**src/rtl/skid_buffer_pipe.sv**
```systemverilog
// Single valid/ready pipeline stage with a main register and one skid entry.
// Latency: one cycle; a word accepted on a clock edge is on m_data/m_valid right after that edge.
// Backpressure: s_ready is a pure decode of registered state and drops only when both entries are held.
//
// Ports:
//   clk, rst_n                clock and asynchronous active-low reset
//   s_valid/s_ready/s_data    upstream handshake and data
//   m_valid/m_ready/m_data    downstream handshake and data (m_data is the main entry)
//   count                     number of held entries: 0, 1 or 2
module skid_buffer_pipe #(
    parameter int WIDTH = 8
) (
    input  logic             clk,
    input  logic             rst_n,
    input  logic             s_valid,
    output logic             s_ready,
    input  logic [WIDTH-1:0] s_data,
    output logic             m_valid,
    input  logic             m_ready,
    output logic [WIDTH-1:0] m_data,
    output logic [1:0]       count
);

    // State encoding doubles as the occupancy count.
    typedef enum logic [1:0] {
        EMPTY = 2'd0,
        BUSY  = 2'd1,
        FULL  = 2'd2
    } state_t;

    state_t           state;
    state_t           state_nxt;
    logic [WIDTH-1:0] main_q;
    logic [WIDTH-1:0] skid_q;

    logic in_fire;
    logic out_fire;
    logic main_from_in;
    logic main_from_skid;
    logic skid_load;

    assign in_fire  = s_valid & s_ready;
    assign out_fire = m_valid & m_ready;

    // State register.
    always_ff @(posedge clk or negedge rst_n) begin
        if (!rst_n) begin
            state <= EMPTY;
        end else begin
            state <= state_nxt;
        end
    end

    // Next-state and data-path enables.
    always_comb begin
        state_nxt      = state;
        main_from_in   = 1'b0;
        main_from_skid = 1'b0;
        skid_load      = 1'b0;
        case (state)
            EMPTY: begin
                if (in_fire) begin
                    main_from_in = 1'b1;
                    state_nxt    = BUSY;
                end
            end
            BUSY: begin
                if (in_fire && out_fire) begin
                    // Main entry drains and refills on the same edge: full throughput.
                    main_from_in = 1'b1;
                end else if (out_fire) begin
                    state_nxt = EMPTY;
                end else if (in_fire) begin
                    // Downstream stalled: park the new word behind the main entry.
                    skid_load = 1'b1;
                    state_nxt = FULL;
                end
            end
            FULL: begin
                // s_ready is low here, so only the downstream side can move.
                if (m_ready) begin
                    main_from_skid = 1'b1;
                    state_nxt      = BUSY;
                end
            end
            default: begin
                state_nxt = EMPTY;
            end
        endcase
    end

    // Output decode: everything comes straight from registered state.
    always_comb begin
        m_valid = (state != EMPTY);
        s_ready = (state != FULL);
        count   = state;
    end

    // Data registers. s_data is only sampled on an accepted transfer, so
    // garbage on it while s_valid is low never reaches the outputs.
    always_ff @(posedge clk or negedge rst_n) begin
        if (!rst_n) begin
            main_q <= '0;
            skid_q <= '0;
        end else begin
            if (main_from_in) begin
                main_q <= s_data;
            end else if (main_from_skid) begin
                main_q <= skid_q;
            end
            if (skid_load) begin
                skid_q <= s_data;
            end
        end
    end

    assign m_data = main_q;

endmodule

```
**config.mk**
```make
export PLATFORM = sky130hd
export DESIGN_NAME = skid_buffer_pipe
export DESIGN_NICKNAME = d
export VERILOG_FILES = /design/src/rtl/skid_buffer_pipe.sv
export SDC_FILE = /design/constraint.sdc
export NUM_CORES = 1
export LEC_CHECK = 0
export CAP_MARGIN = 15
export CORE_MARGIN = 1.5
export CORE_UTILIZATION = 35
export DETAILED_ROUTE_END_ITERATION = 8
export GPL_ROUTABILITY_DRIVEN = 1
export MAX_ROUTING_LAYER = met4
export PLACE_DENSITY = 0.66
export SYNTH_ARGS = -nofsm -noshare
export SYNTH_HDL_FRONTEND = slang
export SYNTH_SLANG_ARGS = --single-unit
```
**constraint.sdc**
```tcl
create_clock -name clk -period 2.65 [get_ports clk]
set_input_delay 0.265 -clock clk [delete_from_list [all_inputs] [get_ports clk]]
set_output_delay 0.265 -clock clk [all_outputs]
set_load 0.01 [all_outputs]
```
# Word-level counts from Yosys, hierarchy flattened
# Cells that the tools add are included.
# op_classes
eq_ne,7
muxes,16
bitwise_logic,2
n_reduce_logical,5
# ops
cell,n
8-bit two-way mux,2
2-bit two-way mux,5
2-bit inequality test (second input constant),4
1-bit two-way mux,7
2-bit one-hot mux with 3 select lines,1
4-bit AND reduction,1
2-bit nonzero test,2
3-bit inequality test (second input constant),1
1-bit bitwise AND,2
2-bit by 1-bit == test with 1-bit output (second input constant),1
2-bit == test (second input constant),1
2-bit logical NOT,1
1-bit one-hot mux with 2 select lines,1
1-bit logical AND,1
# word_totals
reg_bits,18
inputBits,12
output_inout_bits,12

# Depth between registers and ports, before layout
# depth
word_depth,6
depth_mapped,6
ltp_nobuf,3

# Least setup slack after synthesis
# No wires, ideal clock.
# synth_timing
path_type,reg-to-reg
startpoint,"register state[1], in the netlist count[1]"
endpoint,register skid_q[0]
setup_ns,0.125
arrival_time_ns,1.438
required_time_ns,2.525
slack_ns,1.088
stages_incl_launch_ff,5
n_path_buf,1
period_less_slack_ns,1.562
path_cell_list,dfrtp_1 nand2b_4 buf_6 nor3b_4 mux2_2
# synth_between
elab_chain_cells,6
# synth_lines
item,line,source
"start, declared",31,state_t state;
"start signal, assigned",50,state <= state_nxt;
2-bit inequality test,95,s_ready = (state != FULL);
1-bit bitwise AND,42,assign in_fire = s_valid & s_ready;
1-bit two-way mux,73,end else if (in_fire) begin
1-bit two-way mux,71,end else if (out_fire) begin
1-bit two-way mux,68,if (in_fire && out_fire) begin
1-bit two-way mux (*),60,case (state)
"end signal, assigned",112,skid_q <= s_data;
"end, declared",34,logic [WIDTH-1:0] skid_q;
# Mark *: on every way between the ends. The rest lies on a longest branch, timed or not.
# A chain may end at the register's enable or synchronous reset.

# Worst setup path in the final report
# layout_timing
startpoint,"register state[0], in the netlist count[0]"
endpoint,output m_valid
# layout_between
elab_chain_cells,1
# layout_lines
item,line,source
2-bit nonzero test,94,m_valid = (state != EMPTY);
"end, declared",18,"output logic m_valid,"
# Every way passes these cells.

==> flow_summary.ini <==
[global_route]
gr-usage-all-layers = 0.142
antenna_found_initial = 0
overflow = 0
grt_max_degree = 19
grt_pass1_wl_um = 2710
grt_pass1_vias = 606

[placed_design]
gp_congestion = 0.743
port_buffers = 23
hpwl_um = 1160
place_area_sq_um = 1060
dp_slack_ns = 0.697

[die]
initial_core_util = 0.373
dieArea_sq_um = 2660
die_h_um = 51.6
placeableCoreArea_sq_um = 2210
placementRows = 17
num_io_pins = 24
die_w_um = 51.6

[route]
drt-total-wl_um = 1630
ant_nets = 0
wl_per_cell_um = 13.0
drtIter0Drc = 11
drt_pass1_iterations = 4
vias = 623
via_per_inst = 4.98
drc_errors = 0

[layout]
nFillCells = 210
final_core_util = 0.496
multi_input_area_sq_um = 345
seq_area_sq_um = 450
finalInstanceArea_sq_um = 1100
antenna_cells = 0
drive_above_1_share = 0.165
nNetsFinal = 110
area_growth_pct = 32.9

[timing]
period_share = 0.677
setup-tns-final_ns = 0
worst_slack_ns = 0.855
setup_viol = 0
drv_slew = 0
holdWs_ns = 0.428
fin_skew_ns = 0.00289
relSlewSlack = 0.475
tightest_slew_ns = 0.784
fmax_ghz = 0.557
rsz0062_at_grt = false
final_hold_viol_count = 0
fin_crit_ns = 1.79

[clocking]
clockBufferDepth = 2
cts_resized = 0
postCtsHoldBufs = 0
htree_levels = 1
cts_root_buffer = clkbuf_4
cts_inserted_buffers = 3
cts_setup_buffers = 0
cts.sinks = 18
cts_tree = done
clk_pin_slew_ns = 0.10
insertion_delay_ns = 0.28

[critical_path]
slowest_delay_ns = 0.48
cp_top_family = buffers and inverters
crit_fanout = 8
crit_type = reg -> out
crit_slowest_cell = clkdlybuf4s50_1
arrival_ns = 1.53
start_kind = flop
worstSetupEndpointType = output pin
crit_buf_inv = 1
crit_required_ns = 2.38
path_cells = or2_2 -> clkdlybuf4s50_1

[run]
cap_violations = 0

[yosys]
yosysWarnings = 0
synth_cell_types = 20
syn_area_per_cell_sq_um = 11.0
synth.net_count = 87
syn_inst = 75
ys_seq_elements = 18
ys_seq_area_frac = 0.545
syn-cell-area_sq_um = 826

[hold_path]
hp-class = in -> async

[status]
outcome = finished clean

[power_and_ir_drop]
vdd_drop_max_mv = 0.413
p_per_area_nw_per_um2 = 818
power_leakage_nw = 0.452
-- logic make-up (layout without fill, tap and decap cells) --
group	count (synthesis)	count (layout)	share of synthesized area
AND/OR/NAND/NOR	32	32	0.211
buffers and inverters	5	27	0.0364
flip-flops	18	18	0.545
AO/OA/AOI/OAI	11	11	0.0864
multiplexers	9	9	0.121
-- final cells by class --
type | instances | share of cell area
sequential | 18 | 0.410
tap | 28 | 0.0319
clock buffer | 4 | 0.0331
multi-input combinational | 52 | 0.315
timing repair buffer | 23 | 0.210
-- final timing paths --
| kind | start | to | slack [ns] | depth (start not counted) |
|---|---|---|---|---|
| worst min register to register | skid_q[1]$_DFFE_PN0P_ | skid_q[1]$_DFFE_PN0P_ | 0.52 | 1 |
| max in group asynchronous | rst_n | m_data[7]$_DFFE_PN0P_ | 1.74 | 1 |
| worst max-delay path | count[0]$_DFFE_PN0P_ | m_valid | 0.86 | 2 |
| worst min-delay path | rst_n | skid_q[7]$_DFFE_PN0P_ | 0.43 | 1 |
| min in group clk | skid_q[1]$_DFFE_PN0P_ | skid_q[1]$_DFFE_PN0P_ | 0.52 | 1 |
| worst max register to register | count[1]$_DFFE_PN0P_ | skid_q[5]$_DFFE_PN0P_ | 0.98 | 3 |
-- cells in the mapped netlist, drive strengths merged --
master | number | area share
nand3b | 1 | 0.0091
a21boi | 1 | 0.0091
nor2b | 1 | 0.0076
nor3b | 1 | 0.023
buf | 4 | 0.030
and3b | 1 | 0.011
mux2 | 8 | 0.11
o21bai | 1 | 0.0091
or2 | 2 | 0.015
nand2 | 16 | 0.073
clkbuf | 1 | 0.0061
nand2b | 2 | 0.024
dfrtp | 18 | 0.55
nor3 | 8 | 0.048
o22ai | 1 | 0.0076
a31oi | 8 | 0.061
mux2i | 1 | 0.012
-- state kept, by name (all words and copies together), names as in the netlist --
| signal | flops |
|---|---|
| m_data | 8 |
| skid_q | 8 |
| count | 2 |
-- report_power, final --
part | total, W | switching [W] | internal, W
logic | 0.000301 | 0.000118 | 0.000183
registers | 0.000431 | 0.0000595 | 0.000371
clock network | 0.000165 | 0.0000817 | 0.0000836
-- worst register-to-register path, delay by kind of cell (launching register included) --
family | cells | cell delay [ns]
flops | 1 | 0.47
simple gates | 2 | 0.70
mux | 1 | 0.40
-- cell usage in the layout (no fill, tap or decap), drive strengths merged --
cell type | netlist | routed
a21boi | 1 | 1
a31oi | 8 | 8
and3b | 1 | 1
clkbuf | 1 | 4
clkdlybuf4s50 | 0 | 23
dfrtp | 18 | 18
mux2 | 8 | 8
mux2i | 1 | 1
nand2 | 16 | 16
nand2b | 2 | 2
nand3b | 1 | 1
nor2b | 1 | 1
nor3 | 8 | 8
nor3b | 1 | 1
o21bai | 1 | 1
o22ai | 1 | 1
or2 | 2 | 2
-- through the flow --
step / cells / power (W)
floorplan: 75 / 0.000591
global placement: 121 / 0.000733
detailed placement: 121 / 0.000741
CTS: 125 / 0.000908
global route: 125 / 0.000949
finish: 125 / 0.000897
-- layer usage --
metal / vias up / part of all wire / GRT usage
met5: - / 0 / -
met4: 0 / 0.0049 / 0.0526
met3: 2 / 0.059 / 0.0259
met2: 24 / 0.47 / 0.226
met1: 291 / 0.47 / 0.182
li1: 306 / - / -
(Power assumes the default switching activity.)
==> RTL edit 1: new RTL, same settings <==
Reset style: synchronous (`rst_n`), changed in 2 clocked blocks. Comments in the files are not updated.
--- a/src/rtl/skid_buffer_pipe.sv
+++ b/src/rtl/skid_buffer_pipe.sv
@@ -45,3 +45,3 @@
     // State register.
-    always_ff @(posedge clk or negedge rst_n) begin
+    always_ff @(posedge clk) begin
         if (!rst_n) begin
@@ -100,3 +100,3 @@
     // garbage on it while s_valid is low never reaches the outputs.
-    always_ff @(posedge clk or negedge rst_n) begin
+    always_ff @(posedge clk) begin
         if (!rst_n) begin
Formal check against the unedited RTL: differs if rst_n is asserted again (counterexample within 4 cycles, from zero or initial values and one cycle with rst_n low); with rst_n held inactive, the same outputs for 10 cycles.
==> RTL edit 1 against the original RTL <==
- global-route usage down 0.95 points
- die area is 6.1% lower
- worst setup slack improved by 40 ps
- final area is 5.0% lower
- wire length fell by 12%
- first-iteration DRC count rose by 27%
- utilization is 1.9 points higher
- sequential cell count stayed put
- hold slack improved by 63 ps
- area after synthesis is 6.5% lower
- non-clock buffer count unchanged
- sequential share of layout area fell by 6.5 points
Power is not compared: it rests on default switching activity, and its combinational part moved more than twofold at a synthesized area within 25%.
==> RTL edit 1: results (changes against the original RTL) <==
Net count after synthesis -> 81 (-6.9%)
Routed length on met1 -> 688 um (-10%)
Layout cells sized above 1 -> 8.70% (-7.8 points)
Post-DP HPWL -> 1070 um (-7.4%)
Initial antenna violation count -> 0 (unchanged)
# fillers -> 193 (-8.1%)
Gr usage total -> 13.3% (-0.95 points)
Start of the worst register-to-register path -> count[1]
R2R Path End -> m_data[4]
Metal2 WL -> 656 um (-14%)
Status -> finished clean
Gate Count Post-Synth -> 69 (-8.0%)
Routed met3 length -> 80 um (-18%)
Initial drt markers -> 14 (+3)
Vias per std cell -> 4.94 (-0.86%)
Pin count of the biggest net entering global routing -> 14 (-5)
Slew headroom -> 76.2% (+29 points)
Hold WC Path Type -> reg2reg
Setup Skew -> 0.352 ps (-2.54 ps)
Total Wirelength -> 1440 um (-12%)
# nets final -> 105 (-4.5%)
CP max stage delay -> 520 ps (+40 ps)
Crit path max fanout -> 10 (+2)
Global-route wire length before repair -> 2460 um (-9.1%)
Ranking of synthesized cells by area -> dfxtp_1, mux2i_1, a221o_1, and2_1, nor2b_1
Register-to-register path setup slack -> 1250 ps (+270 ps)
Post-synth top cells -> dfxtp_1, mux2i_1, a221o_1, and2_1, nor2b_1
Post-synth cell types -> 19 (-5.0%)
[RTL edit 1: power by group through the flow]
stage / clock, mW / sequential, mW / combinational (mW)
finish: 0.162 / 0.293 / 0.0872
global placement: 0 / 0.299 / 0.0877
CTS: 0.168 / 0.293 / 0.0887
floorplan: 0 / 0.302 / 0.0388
detailed placement: 0 / 0.299 / 0.0883
global route: 0.181 / 0.295 / 0.0942
[RTL edit 1: through the flow]
step	power, mW	std cells	hold WS, ps	area [um^2]	setup slack [ps]
2_1_floorplan	0.341	69	404	772	1340
4_1_cts	0.550	119	497	1040	876
6_report	0.542	119	491	1040	896
5_1_grt	0.570	119	514	1040	803
3_5_place_dp	0.388	115	471	1010	830
3_3_place_gp	0.386	115	470	1010	837
[RTL edit 1: how the worst max path moves through the flow]
| stage | startpoint | end | slack (ps) | cells after the start |
|---|---|---|---|---|
| 6_report | count[1] | m_valid | 900 | 2 |
| 5_1_grt | count[1] | m_valid | 800 | 2 |
| 4_1_cts | count[1] | m_valid | 880 | 2 |
| 3_5_place_dp | rst_n | m_data[5] | 830 | 4 |
| 3_3_place_gp | rst_n | m_data[4] | 840 | 4 |
| 2_1_floorplan | count[0] | m_data[0] | 1340 | 4 |
[RTL edit 1: final cells by class]
| cell class | instances | area share [%] |
|---|---|---|
| Clock buffer | 4 | 3.48 |
| Multi-Input combinational cell | 47 | 36.6 |
| Sequential cell | 18 | 34.6 |
| Tap cell | 27 | 3.24 |
| Timing Repair Buffer | 23 | 22.1 |
[RTL edit 1: cell families (layout without fill, tap and decap cells)]
group | after synthesis | in the layout | share of synthesized area (%)
and+or+nand+nor | 27 | 27 | 22.7
DFF | 18 | 18 | 46.7
AOI/OAI and AO/OA | 11 | 11 | 15.1
muxes | 9 | 9 | 11.7
buffers and inverters | 4 | 27 | 3.89
[RTL edit 1: worst max-delay path, delay by kind of cell (launching register included)]
kind / cells / cell delay [ps]
buffers and inverters: 1 / 520
flip-flops: 1 / 510
AND/OR/NAND/NOR: 1 / 170
[RTL edit 1: per-layer routing]
| layer | vias up | GRT usage, % |
|---|---|---|
| li1 | 296 | - |
| met1 | 270 | 16.1 |
| met2 | 20 | 20.4 |
| met3 | 2 | 4.85 |
| met4 | 0 | 4.17 |
| met5 | - | - |
==> RTL edit 2: new RTL, same flow settings <==
Made on the original files. Set the parameter `WIDTH` to 12 (it was 8).
--- a/src/rtl/skid_buffer_pipe.sv
+++ b/src/rtl/skid_buffer_pipe.sv
@@ -10,3 +10,3 @@
 module skid_buffer_pipe #(
-    parameter int WIDTH = 8
+    parameter int WIDTH = 12
 ) (
Interface: changed (resized m_data and s_data); port bits go from 24 to 32. The function was not compared with the original's and may differ.
==> RTL edit 2 against the original RTL <==
- area after synthesis increased by 33%
- power is 27% higher
- synthesized cell count is 6.7% higher
- wire length up 34%
- sequential cell count grew 8
- register-to-register slack got worse by 150 ps
- non-clock buffer count is 10 higher
- utilization shrank 0.44 points
- sequential power up 36%
- worst setup slack got worse by 29 ps
- final area is 35% higher
- maximum frequency decreased by 1.6%
- critical endpoint unchanged
- largest power group unchanged
- highest routed layer is now met3
==> RTL edit 2: results (changes against the original RTL) <==
Status -> finished clean
Met3 track demand over resource -> 1.98% (-0.61 points)
Least-Margin Pin Slew -> 1000 ps (+219 ps)
Post-synthesis compound-gate area fraction -> 13.9% (+5.3 points)
Vias in the first global route -> 776 (+28%)
LEAKAGE -> 0.627 nW (+39%)
Post-synth cell types -> 19 (-5.0%)
Pin count of the biggest net entering global routing -> 27 (+8)
Clock Latency Late Sink -> 310 ps (+30 ps)
Metal2 WL -> 994 um (+31%)
Post-synthesis mux area share -> 13.3% (+1.1 points)
Initial drt markers -> 10 (-1)
Worst setup margin -> 826 ps (-29.4 ps)
CTS clock-pin slew for the worst setup and hold paths -> 130 ps (+30 ps)
Routed met3 length -> 112 um (+15%)
Post-synth top cells -> dfrtp_1, a221o_1, and2_1, mux2_2
Register area share after synthesis -> 59.4% (+4.9 points)
IO Port Bufs -> 31 (+35%)
Hold_ws -> 308 ps (-120 ps)
VDD IR max -> 0.000332 V (-20%)
Crit path DAT -> 1560 ps (+30 ps)
Gr usage total -> 14.0% (-0.21 points)
Int Power -> 0.830 mW (+30%)
RePlAce Congestion -> 0.711 (-4.4%)
# nets final -> 130 (+18%)
Post-place setup slack -> 490 ps (-207 ps)
Wire length per cell -> 14.9 um (+14%)
Vias per std cell -> 5.22 (+4.7%)
Global-route wire length before repair -> 3560 um (+31%)
Met1 Use GR -> 21.3% (+3.1 points)
R2R Path End -> m_data[5]
Net count after synthesis -> 96 (+10%)
Max Used Layer -> met3
H-tree depth -> 1 (unchanged)
Post-DP HPWL -> 1510 um (+30%)
Ranking of synthesized cells by area -> dfrtp_1, mux2_2, a221o_1, and2_1, a21oi_1
==> RTL edit 2: critical path: stages (launching register included) <==
cell and delay [ps]:
dfrtp_1 470, or2_2 310, clkdlybuf4s50_1 470
==> RTL edit 2: power by group through the flow <==
stage	sequential, mW	clock [mW]	combinational, mW
5_1_grt	0.605	0.215	0.383
3_3_place_gp	0.591	0	0.352
4_1_cts	0.589	0.204	0.361
2_1_floorplan	0.605	0	0.163
6_report	0.588	0.193	0.355
3_5_place_dp	0.595	0	0.362
==> RTL edit 2: cell type report <==
type                       instances  area [um^2]
multi-input combinational         48          415
timing repair buffer              33          325
inverter                           2         7.51
sequential                        26          651
clock buffer                       4         36.3
fill                             279         1530
tap                               33         41.3
==> RTL edit 2: per-stage QoR <==
stage,std cells,cell area [um^2]
2_1_floorplan,80,1090
3_3_place_gp,142,1440
3_5_place_dp,142,1440
4_1_cts,146,1480
5_1_grt,146,1480
6_report,146,1480
